**config.mk**
```make
export PLATFORM = sky130hd
export DESIGN_NAME = tri_clip_sequencer
export DESIGN_NICKNAME = d
export VERILOG_FILES = /design/src/rtl/tri_clip_sequencer.sv
export SDC_FILE = /design/constraint.sdc
export NUM_CORES = 2
export LEC_CHECK = 0
export ABC_AREA = 1
export ABC_CLOCK_PERIOD_IN_PS = 3300
export BUFFER_PORTS_ARGS = -buffer_cell sky130_fd_sc_hd__buf_4
export CORE_AREA = 2 2 522 524
export CTS_CLUSTER_SIZE = 25
export DETAILED_ROUTE_END_ITERATION = 6
export DIE_AREA = 0 0 524 526
export PLACE_DENSITY = 0.3
export SYNTH_ARGS = -nofsm -noshare
export SYNTH_HDL_FRONTEND = slang
export SYNTH_SLANG_ARGS = --single-unit
```
**constraint.sdc**
```tcl
create_clock -name clock -period 3.3 [get_ports clock]
set_clock_uncertainty 0.15 [all_clocks]
set_input_delay 0.165 -clock clock [delete_from_list [all_inputs] [get_ports clock]]
set_output_delay 0.165 -clock clock [all_outputs]
set_load 0.01 [all_outputs]
```
**src/rtl/tri_clip_sequencer.sv**
```systemverilog
// Triangle sequencer between vertex setup and the external screen-bound clip datapath.
// Holds each triangle on the datapath for one cycle, then forwards (clamped) or culls it.
module tri_clip_sequencer (
    input  logic               clock,
    input  logic               reset,
    input  logic               cfg_load,
    input  logic [7:0]         cfg_frac_bits,
    input  logic [31:0]        cfg_max_width,
    input  logic [31:0]        cfg_max_height,
    input  logic               cfg_cull_en,
    input  logic               in_valid,
    output logic               in_ready,
    input  logic signed [47:0] in_fx1,
    input  logic signed [47:0] in_fy1,
    input  logic signed [47:0] in_fx2,
    input  logic signed [47:0] in_fy2,
    input  logic signed [47:0] in_fx3,
    input  logic signed [47:0] in_fy3,
    output logic signed [47:0] clip_fx1,
    output logic signed [47:0] clip_fy1,
    output logic signed [47:0] clip_fx2,
    output logic signed [47:0] clip_fy2,
    output logic signed [47:0] clip_fx3,
    output logic signed [47:0] clip_fy3,
    output logic [7:0]         clip_frac_bits,
    output logic [31:0]        clip_max_width,
    output logic [31:0]        clip_max_height,
    input  logic signed [47:0] clip_fx1_c,
    input  logic signed [47:0] clip_fy1_c,
    input  logic signed [47:0] clip_fx2_c,
    input  logic signed [47:0] clip_fy2_c,
    input  logic signed [47:0] clip_fx3_c,
    input  logic signed [47:0] clip_fy3_c,
    input  logic               clip_visible,
    output logic               out_valid,
    input  logic               out_ready,
    output logic signed [47:0] out_fx1,
    output logic signed [47:0] out_fy1,
    output logic signed [47:0] out_fx2,
    output logic signed [47:0] out_fy2,
    output logic signed [47:0] out_fx3,
    output logic signed [47:0] out_fy3,
    output logic               out_visible,
    output logic               busy,
    output logic [15:0]        cnt_in,
    output logic [15:0]        cnt_culled,
    output logic [15:0]        cnt_out
);

    typedef enum logic [1:0] {S_IDLE, S_CLIP, S_OUT} state_e;

    typedef struct packed {
        logic [7:0]  frac;
        logic [31:0] w;
        logic [31:0] h;
        logic        cull;
    } cfg_t;

    typedef logic [5:0][47:0] tri_t;

    state_e      state_q, state_d;
    logic        pending_q, pending_d;
    cfg_t        stage_q, stage_d;
    cfg_t        shadow_q, shadow_d;
    tri_t        clip_q, clip_d;
    tri_t        out_q, out_d;
    logic        out_vis_q, out_vis_d;
    logic [15:0] cnt_in_q, cnt_in_d;
    logic [15:0] cnt_cull_q, cnt_cull_d;
    logic [15:0] cnt_out_q, cnt_out_d;

    tri_t tri_in, tri_c;
    assign tri_in = {in_fx1, in_fy1, in_fx2, in_fy2, in_fx3, in_fy3};
    assign tri_c  = {clip_fx1_c, clip_fy1_c, clip_fx2_c, clip_fy2_c, clip_fx3_c, clip_fy3_c};

    // Handshakes are gated by reset so no transfer completes in the reset cycle.
    assign in_ready  = (state_q == S_IDLE) && !pending_q && !reset;
    assign out_valid = (state_q == S_OUT) && !reset;
    assign busy      = (state_q != S_IDLE) || pending_q;

    assign {clip_fx1, clip_fy1, clip_fx2, clip_fy2, clip_fx3, clip_fy3} = clip_q;
    assign {out_fx1, out_fy1, out_fx2, out_fy2, out_fx3, out_fy3}       = out_q;
    assign out_visible     = out_vis_q;
    assign clip_frac_bits  = shadow_q.frac;
    assign clip_max_width  = shadow_q.w;
    assign clip_max_height = shadow_q.h;
    assign cnt_in          = cnt_in_q;
    assign cnt_culled      = cnt_cull_q;
    assign cnt_out         = cnt_out_q;

    always_comb begin
        state_d    = state_q;
        pending_d  = pending_q;
        stage_d    = stage_q;
        shadow_d   = shadow_q;
        clip_d     = clip_q;
        out_d      = out_q;
        out_vis_d  = out_vis_q;
        cnt_in_d   = cnt_in_q;
        cnt_cull_d = cnt_cull_q;
        cnt_out_d  = cnt_out_q;

        // Apply first, so a load landing in the apply cycle restages and stays pending.
        if (state_q == S_IDLE && pending_q) begin
            shadow_d  = stage_q;
            pending_d = 1'b0;
        end
        if (cfg_load) begin
            pending_d = 1'b1;
            stage_d   = '{frac: cfg_frac_bits, w: cfg_max_width, h: cfg_max_height, cull: cfg_cull_en};
        end

        unique case (state_q)
            S_IDLE: begin
                if (in_valid && in_ready) begin
                    clip_d   = tri_in;
                    cnt_in_d = cnt_in_q + 16'd1;
                    state_d  = S_CLIP;
                end
            end
            S_CLIP: begin
                out_d     = tri_c;
                out_vis_d = clip_visible;
                if (shadow_q.cull && !clip_visible) begin
                    cnt_cull_d = cnt_cull_q + 16'd1;
                    state_d    = S_IDLE;
                end else begin
                    state_d = S_OUT;
                end
            end
            S_OUT: begin
                if (out_ready) begin
                    cnt_out_d = cnt_out_q + 16'd1;
                    state_d   = S_IDLE;
                end
            end
            default: state_d = S_IDLE;
        endcase
    end

    always_ff @(posedge clock) begin
        if (reset) begin
            state_q    <= S_IDLE;
            pending_q  <= 1'b0;
            stage_q    <= '0;
            shadow_q   <= '0;
            clip_q     <= '0;
            out_q      <= '0;
            out_vis_q  <= 1'b0;
            cnt_in_q   <= '0;
            cnt_cull_q <= '0;
            cnt_out_q  <= '0;
        end else begin
            state_q    <= state_d;
            pending_q  <= pending_d;
            stage_q    <= stage_d;
            shadow_q   <= shadow_d;
            clip_q     <= clip_d;
            out_q      <= out_d;
            out_vis_q  <= out_vis_d;
            cnt_in_q   <= cnt_in_d;
            cnt_cull_q <= cnt_cull_d;
            cnt_out_q  <= cnt_out_d;
        end
    end

endmodule

```
# Word-level counts from Yosys, hierarchy flattened
# Cells that the tools add are included.
# classes
bitwise_logic,0
mul,0
eq_ne,4
n_addsub,3
shifts,0
order_cmp,0
div_mod_pow,0
reduce_logical,17
mux,6
# op_table
op,n
$add 16x1->16 const B,3
$reduce_and 2->1,4
$logic_and 1x1->1,6
$mux 2,3
$pmux 2 s3,1
$reduce_bool 2->1,2
$logic_not 1->1,3
$eq 2x1->1 const B,1
$eq 2x2->1 const B,1
$logic_not 2->1,1
$mux 1,2
$ne 2x1->1 const B,1
$ne 2x2->1 const B,1
$logic_or 1x1->1,1
# word_totals
latch_bits,0
mem_bits_rw,0
inputBits,655
ff_bits,774
memories,0
romBits,0
out_inout_bits,700
elab_cells,56

# Logic depth before layout (Yosys ltp)
# depth
ltp_word,6
mapped_depth,8
ltp_nobuf,8

# Worst setup path after synthesis
# Ideal clock, no wire load.
# synth_path
path_type,register to register
from,register cnt_in_q[0] (netlist: cnt_in[0])
to,register cnt_in_q[8] (netlist: cnt_in[8])
arrival_ps,1401
n_path_buf,0
required_ps,3035
setup_time_ps,115
stages_incl_launch_ff,8
synth_period_minus_slack_ps,1666
setup_slack_ps,1634
path_cell_list,dfxtp_1 > ha_1 > nand2_1 > nor2_1 > nand2_1 > nor2_1 > a21oi_1 > o21a_1
# synth_between
elab_chain_len,1
# synth_lines
item,line_no,source
"start, declared",68,"logic [15:0] cnt_in_q, cnt_in_d;"
"start signal, assigned",161,cnt_in_q <= cnt_in_d;
$add 16x1->16,117,cnt_in_d = cnt_in_q + 16'd1;
# No other way between the ends.
# A chain may end at the register's enable or synchronous reset.

# Worst setup path after layout
# layout_path
from,register state_q[1]
to,"register clip_q, in the netlist clip_fy3[31]"
# layout_between
elab_chain_len,5
# layout_lines
item,line_no,source
"start, declared",61,"state_e state_q, state_d;"
"start signal, assigned",154,state_q <= state_d;
$logic_not 2->1 *,"77, 113",
$logic_and 1x1->1 (2 in series),77,assign in_ready = (state_q == S_IDLE) && !pending_q && !reset;
$logic_and 1x1->1,115,if (in_valid && in_ready) begin
$reduce_and 2->1 (no line) *,-,
"end signal, assigned",158,clip_q <= clip_d;
"end, declared",65,"tri_t clip_q, clip_d;"
# Mark *: on every way between the ends. The rest lies on a longest branch, timed or not.

==> run metrics <==
Least-Margin Pin Slew=0.8939 ns; largest net degree at the start of global routing=119; Comb power frac=0.178; initial antenna violation count=88; Hold Crit Class=input port to register; crit path cell chain=nor2_4 -> nand4_4 -> inv_8 -> nand2_1 -> dlygate4sd3_1 -> nand2_1 -> dlygate4sd3_1; crit path DAT=3.26 ns; via count=32457; Hold WS=0.08548 ns; highest-count cells in the layout ignoring fill and taps=1384 x buf_4, 971 x dlygate4sd3_1, 943 x nor2_1; Sequential Power Share=0.385; Clock Power Share=0.437; TNS Setup=0 ns; multi-input logic area=0.01031 mm^2; CTS resizes=0; Synth Area in Adders=0.001361; WHS Path Cells=4; port bufs=1354; EDFF count, synth=0; share of cells above drive strength 1=0.2729; area post-placement=0.04128 mm^2; Unique masters post-synth=28; post-synth net total=4232; Worst path max stage delay=0.61 ns; status=finished, final reports clean; Yosys reg bits=774; reg2reg end=clip_fy3[31]$_SDFFE_PP0P_; hold path startpoint=in_fy2[8]; CTS tree=done; Die Area=0.2756 mm^2; compound-cell area share of the yosys netlist=0.08857; Crit Path Max Fanout=37; total power draw=26970 uW; synthesis warning total=0; worst-case clock buffer depth=3; largest vdd supply drop=0.0004170 V; most common cell after layout, fill and taps aside=buf_4; Placement Setup Slack=1.056 ns; Synth Flop Type=dfxtp_1; mean area per synthesized cell=7.715 um^2; GRT Total Usage=0.1371; Crit-path slowest cell=dlygate4sd3_1; Seq. cell area=0.01549 mm^2; Pint=19170 uW; width of the chip=524 um; Leakage=0.02436 uW; simple-gate share of the synthesized area=0.2819; DRT Pass-1 Iters=5; Initial Util=0.1022; global-route wire length before repair=267800 um; post-layout net count=6398; gpl congestion=0.8431; later-pin clock latency in the skew report=0.73 ns; crit end category=register; Critical R2R Launch=state_q[1]$_SDFFE_PP0P_; Slew headroom=0.4041; mux cell area share after synthesis=0; CTS sink cnt=774; R2R Setup Slk=0.55 ns; Sw Ratio=0.2895; core area=0.2698 mm^2; register with the most flip-flops=stage_q; die height=526 um; clock-pin slew on the worst setup and hold paths=0.06 ns; RSZ-0062 raised after global routing=no; crit share post-route=0.8345; Final Max Slew Viols=0; post-synthesis cell area=0.02757 mm^2; CTS H-Tree Depth=3; Post-CTS Setup Bufs=0; largest family of logic cells by synthesized area=simple AND/OR/NAND/NOR gates; Routed WL per cell=20.97 um; Syn Inst Count=3574; cts hold-fix bufs=971; reg2reg path depth=7; vias per inst=3.437; register area share after synthesis=0.5619; vias in the first global route=33170; final hold vios=0; Largest register FFs=73; Period minus WS final=2.754 ns; WHS Endpoint=clip_fy2[8]$_SDFFE_PP0P_; Post-Route WL=198000 um; io pins=1355; share of flip-flops with an asynchronous set or reset=0; Root Buffer=clkbuf_16; fin area=0.05463 mm^2; switching power=7808 uW; grt ovf=0; Final Setup Violations=0; post-route ant nets=0; Detailed Place HPWL=155300 um; WP data required=3.81 ns; DRC viols=0; crit path kind=register to register; cts bufs inserted=105; Initial DRC Count=1343; filler cell count=30487; placement row count=191; Syn-to-layout area delta=98.11%; max-capacitance violation count=0; final setup slack of the worst path=0.5461 ns; power density over the cells=493.8 mW/mm^2; Synth Area in XOR/XNOR=0.001588; Peak Freq=363.1 MHz; Worst setup SP type=register
## area by class of cell
| cell class | count | area share |
|---|---|---|
| repair buffers | 2376 | 0.3758 |
| flip-flops and latches | 774 | 0.2836 |
| multi-input cells | 2433 | 0.1887 |
| well taps | 3570 | 0.08177 |
| clock buffers | 154 | 0.05607 |
| clock inverters | 39 | 0.008085 |
| inverters | 50 | 0.003710 |
| diodes | 48 | 0.002199 |
## cell families (layout without fill, tap and decap cells)
kind of cell / Yosys count / count (layout)
fa+ha+maj: 3 / 3
buf+inv: 367 / 2619
flops: 774 / 774
other cells: 0 / 48
xor+xnor: 5 / 5
compound gates: 485 / 485
simple gates: 1940 / 1940
## critical path: cells and delay by family, from the launching register on
family | cells | cell delay [ns]
AND/OR/NAND/NOR | 4 | 0.63
flip-flops | 1 | 0.39
buffers and inverters | 3 | 1.42
## power groups by stage
stage          logic (uW)  clock network, uW  registers, uW
2_1_floorplan        1210                  0          10700
3_3_place_gp         3920                  0          10600
3_5_place_dp         3910                  0          10600
4_1_cts              4950              12400          10400
5_1_grt              5210              12600          10500
6_report             4800              11800          10400
## cells in the mapped netlist, types with 4 or more instances
master    instances  area, um^2
nand2_1         661        2481
nand4_1           6       37.54
a21oi_1          30       150.1
dfxtp_1         774       15490
buf_1             7       26.28
buf_4            77       578.1
inv_2             6       22.52
inv_1            44       165.2
buf_2            93       465.5
o21ai_0         447        2237
nor3_1            4       20.02
nor2_1          943        3540
clkbuf_1        140       525.5
xor2_1            4       35.03
nand3_1         312        1562
## how the worst max path moves through the flow
stage	from	endpoint	cells after the start
after detailed placement	reset	clip_fy2[12]$_SDFFE_PP0P_	7
after floorplan	cnt_in[0]$_SDFFE_PP0P_	cnt_in[8]$_SDFFE_PP0P_	7
final	state_q[1]$_SDFFE_PP0P_	clip_fy3[31]$_SDFFE_PP0P_	7
after CTS	state_q[0]$_SDFFE_PP0P_	clip_fy3[31]$_SDFFE_PP0P_	7
after global placement	reset	clip_fy3[43]$_SDFFE_PP0P_	7
after global routing	state_q[1]$_SDFFE_PP0P_	clip_fy3[31]$_SDFFE_PP0P_	7
## metrics by stage
stage	std cells	utilization
after floorplan	3574	-
after global placement	8232	0.1530
after detailed placement	8232	0.1530
after CTS	9396	0.2020
after global routing	9433	0.2024
final	9444	0.2025
## routing by layer
metal / up-vias / GRT usage / part of all wire
met1: 15396 / 0.1582 / 0.40
met5: - / 0 / 0.0010
met4: 34 / 0.03150 / 0.021
li1: 15752 / - / -
met2: 1068 / 0.2457 / 0.50
met3: 207 / 0.04065 / 0.076
Power figures use the tool's default switching activity.
